$ cat src/rtl/multi_port_register_file_pkg.sv
// regfile_pkg: shared types and helpers for multi_port_register_file.
// Provides the clear-sequencer state enum and the address-width helper.
package regfile_pkg;

  typedef enum logic [0:0] {
    RF_IDLE,
    RF_CLEAR
  } rf_state_t;

  function automatic int rf_addr_w(int m);
    return $clog2(m);
  endfunction

endpackage

$ cat src/rtl/multi_port_register_file_if.sv
// multi_port_register_file_if: write port, packed read ports, clear handshake.
// master drives wr_*/rd_en/rd_addr/clear_req; slave drives wr_ready/rd_*/busy.
interface multi_port_register_file_if
  import regfile_pkg::*;
#(
  parameter int N        = 8,
  parameter int M        = 4,
  parameter int NUM_READ = 2
);
  localparam int AW = rf_addr_w(M);

  logic                   wr_en;
  logic [AW-1:0]          wr_addr;
  logic [N-1:0]           wr_data;
  logic                   wr_ready;
  logic [NUM_READ-1:0]    rd_en;
  logic [NUM_READ*AW-1:0] rd_addr;
  logic [NUM_READ*N-1:0]  rd_data;
  logic [NUM_READ-1:0]    rd_valid;
  logic                   clear_req;
  logic                   busy;

  modport master (
    output wr_en, wr_addr, wr_data,
    output rd_en, rd_addr, clear_req,
    input  wr_ready, rd_data, rd_valid, busy
  );

  modport slave (
    input  wr_en, wr_addr, wr_data,
    input  rd_en, rd_addr, clear_req,
    output wr_ready, rd_data, rd_valid, busy
  );

endinterface

$ cat src/rtl/multi_port_register_file_rf_read_port.sv
// rf_read_port: one registered read port with write-to-read bypass.
// Ports: clk_i, reset_i, rd_en_i/rd_addr_i, wr_*_i bypass, mem_i, rd_data_o/rd_valid_o. Macro: RF_ZERO_REG_EN.
module rf_read_port
  import regfile_pkg::*;
#(
  parameter int N  = 8,
  parameter int M  = 4,
  parameter int AW = rf_addr_w(M)
) (
  input  logic          clk_i,
  input  logic          reset_i,
  input  logic          rd_en_i,
  input  logic [AW-1:0] rd_addr_i,
  input  logic          wr_fire_i,
  input  logic [AW-1:0] wr_addr_i,
  input  logic [N-1:0]  wr_data_i,
  input  logic [N-1:0]  mem_i [M],
  output logic [N-1:0]  rd_data_o,
  output logic          rd_valid_o
);

  logic [N-1:0] data_d;
  logic [N-1:0] data_q;
  logic         valid_q;

  always_comb begin
    data_d = mem_i[rd_addr_i];
    if (wr_fire_i && (wr_addr_i == rd_addr_i))
      data_d = wr_data_i;
`ifdef RF_ZERO_REG_EN
    // entry 0 is hardwired; this also blocks bypass to it
    if (rd_addr_i == '0)
      data_d = '0;
`endif
  end

  always_ff @(posedge clk_i) begin
    if (reset_i) begin
      data_q  <= '0;
      valid_q <= 1'b0;
    end else begin
      valid_q <= rd_en_i;
      if (rd_en_i)
        data_q <= data_d;
    end
  end

  assign rd_data_o  = data_q;
  assign rd_valid_o = valid_q;

endmodule

$ cat src/rtl/multi_port_register_file.sv
// multi_port_register_file: storage, write decode, clear sweep FSM, NUM_READ read ports.
// Ports: clk, reset (sync, high), bus (slave modport). Macro: RF_ZERO_REG_EN.
module multi_port_register_file
  import regfile_pkg::*;
#(
  parameter int N        = 8,
  parameter int M        = 4,
  parameter int NUM_READ = 2
) (
  input logic                       clk,
  input logic                       reset,
  multi_port_register_file_if.slave bus
);

  localparam int AW = rf_addr_w(M);

  logic [N-1:0]  mem_q [M];
  rf_state_t     state_q;
  logic [AW-1:0] ctr_q;
  logic          busy;
  logic          wr_fire;
  logic          wr_keep;

  assign busy         = (state_q == RF_CLEAR);
  assign bus.busy     = busy;
  assign bus.wr_ready = ~busy;
  assign wr_fire      = bus.wr_en & ~busy;

`ifdef RF_ZERO_REG_EN
  assign wr_keep = wr_fire & (bus.wr_addr != '0);
`else
  assign wr_keep = wr_fire;
`endif

  always_ff @(posedge clk) begin
    if (reset) begin
      for (int i = 0; i < M; i++)
        mem_q[i] <= '0;
      state_q <= RF_IDLE;
      ctr_q   <= '0;
    end else begin
      unique case (state_q)
        RF_IDLE: begin
          if (wr_keep)
            mem_q[bus.wr_addr] <= bus.wr_data;
          // a write in the same cycle lands first, the sweep zeroes it later
          if (bus.clear_req) begin
            state_q <= RF_CLEAR;
            ctr_q   <= '0;
          end
        end
        RF_CLEAR: begin
          mem_q[ctr_q] <= '0;
          ctr_q        <= ctr_q + AW'(1);
          if (ctr_q == AW'(M - 1))
            state_q <= RF_IDLE;
        end
        default: state_q <= RF_IDLE;
      endcase
    end
  end

  for (genvar p = 0; p < NUM_READ; p++) begin : g_rd
    logic [N-1:0] data;
    logic         valid;

    rf_read_port #(
      .N (N),
      .M (M),
      .AW(AW)
    ) u_rd (
      .clk_i     (clk),
      .reset_i   (reset),
      .rd_en_i   (bus.rd_en[p]),
      .rd_addr_i (bus.rd_addr[p*AW +: AW]),
      .wr_fire_i (wr_fire),
      .wr_addr_i (bus.wr_addr),
      .wr_data_i (bus.wr_data),
      .mem_i     (mem_q),
      .rd_data_o (data),
      .rd_valid_o(valid)
    );

    assign bus.rd_data[p*N +: N] = data;
    assign bus.rd_valid[p]       = valid;
  end

endmodule
$ cat src/flat_wrapper.sv
// flat-port wrapper written by rule: the top's interface ports become plain ports
module multi_port_register_file_flat import regfile_pkg::*;
#(
  parameter int N        = 8,
  parameter int M        = 4,
  parameter int NUM_READ = 2
)
  (clk, reset, bus_wr_en, bus_wr_addr, bus_wr_data, bus_rd_en, bus_rd_addr, bus_clear_req, bus_wr_ready, bus_rd_data, bus_rd_valid, bus_busy);
  multi_port_register_file_if #(.N(N), .M(M), .NUM_READ(NUM_READ)) bus_i ();
  input logic clk;
  input logic reset;
  input wire logic [$bits(bus_i.wr_en)-1:0] bus_wr_en;
  input wire logic [$bits(bus_i.wr_addr)-1:0] bus_wr_addr;
  input wire logic [$bits(bus_i.wr_data)-1:0] bus_wr_data;
  input wire logic [$bits(bus_i.rd_en)-1:0] bus_rd_en;
  input wire logic [$bits(bus_i.rd_addr)-1:0] bus_rd_addr;
  input wire logic [$bits(bus_i.clear_req)-1:0] bus_clear_req;
  output wire logic [$bits(bus_i.wr_ready)-1:0] bus_wr_ready;
  output wire logic [$bits(bus_i.rd_data)-1:0] bus_rd_data;
  output wire logic [$bits(bus_i.rd_valid)-1:0] bus_rd_valid;
  output wire logic [$bits(bus_i.busy)-1:0] bus_busy;
  assign bus_i.wr_en = bus_wr_en;
  assign bus_i.wr_addr = bus_wr_addr;
  assign bus_i.wr_data = bus_wr_data;
  assign bus_i.rd_en = bus_rd_en;
  assign bus_i.rd_addr = bus_rd_addr;
  assign bus_i.clear_req = bus_clear_req;
  assign bus_wr_ready = bus_i.wr_ready;
  assign bus_rd_data = bus_i.rd_data;
  assign bus_rd_valid = bus_i.rd_valid;
  assign bus_busy = bus_i.busy;
  multi_port_register_file #(.N(N), .M(M), .NUM_READ(NUM_READ)) u_core (.clk(clk), .reset(reset), .bus(bus_i));
endmodule
$ cat config.mk
export PLATFORM = sky130hd
export DESIGN_NAME = multi_port_register_file_flat
export DESIGN_NICKNAME = d
export VERILOG_FILES = /design/src/rtl/multi_port_register_file_pkg.sv /design/src/rtl/multi_port_register_file_if.sv /design/src/rtl/multi_port_register_file_rf_read_port.sv /design/src/rtl/multi_port_register_file.sv /design/src/flat_wrapper.sv
export SDC_FILE = /design/constraint.sdc
export NUM_CORES = 1
export LEC_CHECK = 0
export BUFFER_PORTS_ARGS = -buffer_cell sky130_fd_sc_hd__buf_2
export CORE_MARGIN = 8
export CORE_UTILIZATION = 55
export CTS_BUF_LIST = sky130_fd_sc_hd__clkbuf_8
export DETAILED_ROUTE_END_ITERATION = 6
export PLACE_DENSITY_LB_ADDON = 0.08
export SKIP_LAST_GASP = 1
export SLEW_MARGIN = 30
export SYNTH_ARGS = -nofsm -noshare
export SYNTH_HDL_FRONTEND = slang
export SYNTH_HIERARCHICAL = 1
export SYNTH_SLANG_ARGS = --single-unit
$ cat constraint.sdc
create_clock -name clk -period 1.9 [get_ports clk]
set_input_delay 0.19 -clock clk [delete_from_list [all_inputs] [get_ports clk]]
set_output_delay 0.19 -clock clk [all_outputs]
set_load 0.01 [all_outputs]
**After elaboration in Yosys (flattened, before gate mapping)**

Index checks and enable logic that the tools add are counted.
Widths: inputs -> output; s select.

- $add $sub $neg: 1
- Order comparisons: 6
- Equal/unequal tests: 5
- Multiplexer cells: 20
- Bitwise operators: 8
- Reductions and logical operators: 4

Operators with widths:

| kind | number |
|---|---|
| $mux 8 | 8 |
| $pmux 32 s2 | 1 |
| $and 32x32->32 | 1 |
| $bmux 8 s2 | 2 |
| $bwmux 32 | 1 |
| $demux 8 s2 | 2 |
| $mux 32 | 1 |
| $not 32->32 | 1 |
| $ge 3x3->1 const B | 4 |
| $not 2->3 | 4 |
| $lt 3x1->1 const B | 2 |
| $eq 2x2->1 | 2 |
| $logic_and 1x1->1 | 4 |
| $pmux 2 s2 | 1 |
| $add 2x1->2 const B | 1 |
| $eq 2x2->1 const B | 1 |
| $mux 1 | 2 |
| $mux 2 | 1 |
| $ne 2x1->1 const B | 1 |
| $ne 2x2->1 const B | 1 |
| $pmux 1 s2 | 1 |
| $and 1x1->1 | 1 |
| $not 1->1 | 1 |

- Flip-flop bits (word level): 53
- Input port bits: 20
- Output and inout port bits: 20
- Logic and storage cells: 54

**Depth between registers and ports, before layout**

- Depth in word-level cells: 8
- Gate-level depth with buffers: 6
- Gate-level depth less buffers: 5

**Cells and area by module**

Netlist, hierarchy kept.

By module, submodules not included:

| module | instances | cells an instance | area each (um^2) |
|---|---|---|---|
| rf_read_port | 2 | 61 | 733.2 |
| multi_port_register_file | 1 | 144 | 1347.5 |

**Worst setup path before layout**

Ideal clock, no wire load.

- Path kind: flip-flop to flip-flop
- Start point: reg u_core.state_q, in the netlist u_core/bus.busy
- End point: reg u_core.g_rd[0].u_rd.data_q[0]
- Arrival: 1406 ps
- Setup slack: 403 ps
- Cell stages (with the launch flop): 7
- Buffers on the path: 2
- Clock period less this slack: 1497 ps
- Path through: dfxtp_1 clkbuf_1 nor2b_1 buf_6 inv_1 o31ai_1 a311oi_1

- Longest elaborated chain between the ends: 4

RTL lines:

| element | line | text |
|---|---|---|
| from (decl) | multi_port_register_file.sv:18 | `rf_state_t state_q;` |
| from (signal assigned) | multi_port_register_file.sv:39 | `state_q <= RF_IDLE;` |
| from (signal assigned) | multi_port_register_file.sv:48 | `state_q <= RF_CLEAR;` |
| from (signal assigned) | multi_port_register_file.sv:56 | `state_q <= RF_IDLE;` |
| $not 1->1 | multi_port_register_file.sv:27 | `assign wr_fire = bus.wr_en & ~busy;` |
| $and 1x1->1 | multi_port_register_file.sv:27 |  |
| via u_core.wr_fire | multi_port_register_file.sv:21 | `logic wr_fire;` |
| $logic_and 1x1->1 | multi_port_register_file_rf_read_port.sv:28 | `if (wr_fire_i && (wr_addr_i == rd_addr_i))` |
| $mux 8 | multi_port_register_file_rf_read_port.sv:28 |  |
| to (signal assigned) | multi_port_register_file_rf_read_port.sv:44 | `data_q <= data_d;` |
| to (decl) | multi_port_register_file_rf_read_port.sv:23 | `logic [N-1:0] data_q;` |

The timed path passes the listed nets, and every way through them passes these cells.
A chain may end at the register's enable or synchronous reset.

**Worst setup path in the final report**

- Start point: reg u_core.state_q, in the netlist u_core/bus.busy
- End point: reg u_core.g_rd[0].u_rd.data_q[4]

The elaborated chain is that of the path after synthesis.

==> Implementation_results.wiki <==
{| class="wikitable"
! Metric !! Value
|-
| Worst Clk Skew || 0.0118 ns
|-
| Cell type contributing the most total cell area after synthesis || sky130_fd_sc_hd__dfxtp_1
|-
| Max-capacitance violation count || 0
|-
| Setup repair after global routing missed its margin || no
|-
| HPWL after detailed placement || 5.18 mm
|-
| Portion of netlist area occupied by mux cells || 0.128
|-
| Count of inserted antenna diode cells || 0
|-
| Gate Count Post-Synth || 266
|-
| Delay of the slowest cell on the worst path || 0.46 ns
|-
| Fraction of the mapped netlist area in compound gates || 0.173
|-
| Cell Chain, Critical Path || nor2b_1 -> buf_4 -> nand4_1 -> a311oi_1
|-
| Register bit total from synthesis || 53
|-
| Largest voltage drop on the vdd net || 0.334 mV
|-
| Port Buffer Count || 39
|-
| Count of TritonRoute iterations in the first routing pass || 4
|-
| Tightest slew margin relative to the limit || 0.698
|-
| Seq pwr share || 0.530
|-
| Post-DRT Antenna Nets || 0
|-
| Placer's final routability congestion estimate || 0.807
|-
| Crit Path Class || flip-flop to flip-flop
|-
| Clock Sink Count || 53
|-
| Die ar. || 0.00766 mm^2
|-
| Via count normalized by instance count || 6.04
|-
| Area share of the largest cell type after synthesis || 0.377
|-
| Power Dens Cells || 732 mW/mm^2
|-
| Worst setup slack after layout || 0.360 ns
|-
| Post-CTS Repair Setup Buffers || 0
|-
| Post-Place Worst Slack || 0.392 ns
|-
| Int Pwr || 0.00158 W
|-
| Startpoint of the worst register-to-register path || u_core/bus.busy
|-
| Number of CTS-inserted buffers || 5
|-
| Sw power || 0.000677 W
|-
| Sequential cell area fraction in the yosys report || 0.377
|-
| Longest Clk Path Bufs || 2
|-
| Setup TNS || 0 ns
|-
| Clock tree from TritonCTS || yes
|-
| Most common cell after layout, fill and taps aside || sky130_fd_sc_hd__dfxtp_1
|-
| Xor and xnor fraction of the mapped netlist area || 0.0622
|-
| Area grow syn2layout || 9.43%
|-
| Number of top-level pins || 40
|-
| Startpoint of the most critical hold path || bus_clear_req
|-
| Total overflow reported by the global router || 0
|-
| Run status || completed
|-
| Die width || 87.5 um
|-
| Hold Path Class || input pin to flip-flop
|-
| Final min period || 1.54 ns
|-
| Cell Area, Synth || 0.00281 mm^2
|-
| Rows || 26
|-
| Floorplan core area || 0.00501 mm^2
|-
| Standard cell with the maximum stage delay on the critical path || sky130_fd_sc_hd__dfxtp_1
|-
| Initial core utilization || 0.562
|-
| Routed WL || 6.69 mm
|-
| Comb pwr share || 0.167
|-
| Post-synth cell types || 26
|-
| Vert. Die Dim || 87.5 um
|-
| Largest net degree at the start of global routing || 20
|-
| Clock latency on the worst-skew pair || 0.32 ns
|-
| DRC violation count after routing || 0
|-
| CP startpoint || u_core/bus.busy
|-
| Share of the clock period used by the worst path after layout || 0.810
|-
| Vias in the first global route || 2110
|-
| Simple-gate share of the synthesized area || 0.165
|-
| Number of pins exceeding their max-slew limit in the final report || 0
|-
| Most frequent cells in the layout || sky130_fd_sc_hd__dfxtp_1, sky130_fd_sc_hd__buf_2, sky130_fd_sc_hd__nand3_1
|-
| Syn_nets || 291
|-
| Arr. time, crit path || 1.75 ns
|-
| Switching Fraction || 0.300
|-
| Fin nets || 324
|-
| Wire length of the first global-routing pass || 10.9 mm
|-
| Mapped Avg Cell Area || 10.6 um^2
|-
| Hold-fix buffers at CTS || 0
|-
| Initial drt markers || 244
|-
| Via count || 2235
|-
| Type of destination of the critical path || flip-flop
|-
| Static leakage || 1.12 nW
|-
| Tightest Pin Transition || 0.451 ns
|-
| Total GRT Usage || 0.182
|-
| Clock-pin transition on the worst setup and hold timing paths || 0.11 ns
|-
| Post-synthesis adder-cell area fraction || 0.0222
|-
| Largest cells by area after synthesis || sky130_fd_sc_hd__dfxtp_1, sky130_fd_sc_hd__mux4_2, sky130_fd_sc_hd__nand3_1, sky130_fd_sc_hd__a311oi_1, sky130_fd_sc_hd__o31ai_1
|-
| Clock power share || 0.303
|-
| Drt wl/cell || 18.1 um
|-
| H-tree lvl count || 2
|-
| Initial antenna violation count || 0
|-
| CP Launch Type || flip-flop
|-
| Root buffer selected by CTS || sky130_fd_sc_hd__clkbuf_8
|-
| Hold Fails Final Rpt || 0
|-
| Fraction of layout cells with a size suffix above 1 || 0.297
|-
| Main combinational cell family by area after synthesis || compound AO/OA/AOI/OAI gates
|-
| Ys Warns || 6
|-
| Number of cells upsized or downsized after cts || 0
|-
| Worst Path Max Fanout || 16
|-
| Critical path data required time || 2.11 ns
|-
| Maximum clock frequency || 649 MHz
|-
| Final Setup Violations || 0
|}
## synth_stat cells
master / count
sky130_fd_sc_hd__dfxtp_1: 53
sky130_fd_sc_hd__nand3_1: 32
sky130_fd_sc_hd__nor2_1: 19
sky130_fd_sc_hd__a311oi_1: 16
sky130_fd_sc_hd__mux4_2: 16
sky130_fd_sc_hd__nand4_1: 16
sky130_fd_sc_hd__o31ai_1: 16
sky130_fd_sc_hd__o21ai_0: 14
sky130_fd_sc_hd__o21ai_1: 10
sky130_fd_sc_hd__buf_4: 8
sky130_fd_sc_hd__nand2b_1: 8
sky130_fd_sc_hd__o21ai_2: 8
sky130_fd_sc_hd__a21oi_1: 7
sky130_fd_sc_hd__clkbuf_1: 7
sky130_fd_sc_hd__buf_6: 5
sky130_fd_sc_hd__ha_1: 5
sky130_fd_sc_hd__inv_1: 5
sky130_fd_sc_hd__nor2b_1: 4
sky130_fd_sc_hd__xnor2_2: 4
sky130_fd_sc_hd__xor2_4: 4
sky130_fd_sc_hd__buf_12: 2
sky130_fd_sc_hd__nand4bb_1: 2
sky130_fd_sc_hd__nor3b_1: 2
sky130_fd_sc_hd__buf_2: 1
sky130_fd_sc_hd__nand4b_1: 1
sky130_fd_sc_hd__or4b_1: 1
## final timing paths
kind                            cells past startpoint                               end  slack [ns]
worst max-delay path                                4  u_core/g_rd[0].u_rd/rd_data_o[4]        0.36
worst min-delay path                                3                   u_core/bus.busy        0.15
worst max register to register                      4  u_core/g_rd[0].u_rd/rd_data_o[4]        0.36
worst min register to register                      2  u_core/g_rd[0].u_rd/rd_data_o[3]        0.48
## area by class of cell
type                       count  area (um^2)
fill                         479         1930
multi-input combinational    185         1550
sequential                    53         1060
timing repair buffer          49          270
tap                           70         87.6
clock buffer                   5         68.8
clock inverter                 3         26.3
inverter                       5         18.8
## layer usage
metal / share of wire / track usage / vias up
li1: - / - / 1093
met1: 0.45 / 0.226 / 1054
met2: 0.48 / 0.304 / 82
met3: 0.069 / 0.0422 / 6
met4: 0.0066 / 0.0531 / 0
met5: 0 / 0 / -
## power by group through the flow
stage	Clock, W	Sequential (W)	Combinational (W)
2_1_floorplan	0	0.00122	0.000267
3_3_place_gp	0	0.00122	0.000374
3_5_place_dp	0	0.00122	0.000376
4_1_cts	0.000706	0.00119	0.000377
5_1_grt	0.000757	0.00120	0.000408
6_report	0.000684	0.00119	0.000376
## cells by family after synthesis
kind of cell,after synthesis
XOR/XNOR,8
AO/OA/AOI/OAI,71
AND/OR/NAND/NOR,85
adder cells (fa/ha/maj),5
multiplexers,16
flip-flops,53
buffers and inverters,28
## flip-flops by register name, indices dropped and copies added, names as in the netlist
name / count
u_core/g_rd.u_rd/rd_data_o: 16
u_core/ctr_q: 2
u_core/bus.busy: 1
u_core/mem_q: 32
u_core/g_rd.u_rd/rd_valid_o: 2
## critical path: cells and delay by family, from the launching register on
| family | cells | cell delay [ns] |
|---|---|---|
| DFF | 1 | 0.46 |
| buffers and inverters | 1 | 0.26 |
| AOI/OAI and AO/OA | 1 | 0.34 |
| and+or+nand+nor | 2 | 0.38 |
## metrics by stage
step	hold slack (ns)	util	cell area [um^2]	power (W)	instances
6_report	0.149	0.615	3080	0.00225	370
5_1_grt	0.159	0.615	3080	0.00237	370
4_1_cts	0.136	0.615	3080	0.00228	370
3_5_place_dp	0.461	0.596	2980	0.00160	362
3_3_place_gp	0.456	0.596	2980	0.00159	362
2_1_floorplan	0.333	-	2810	0.00148	266
(Power assumes the default switching activity.)
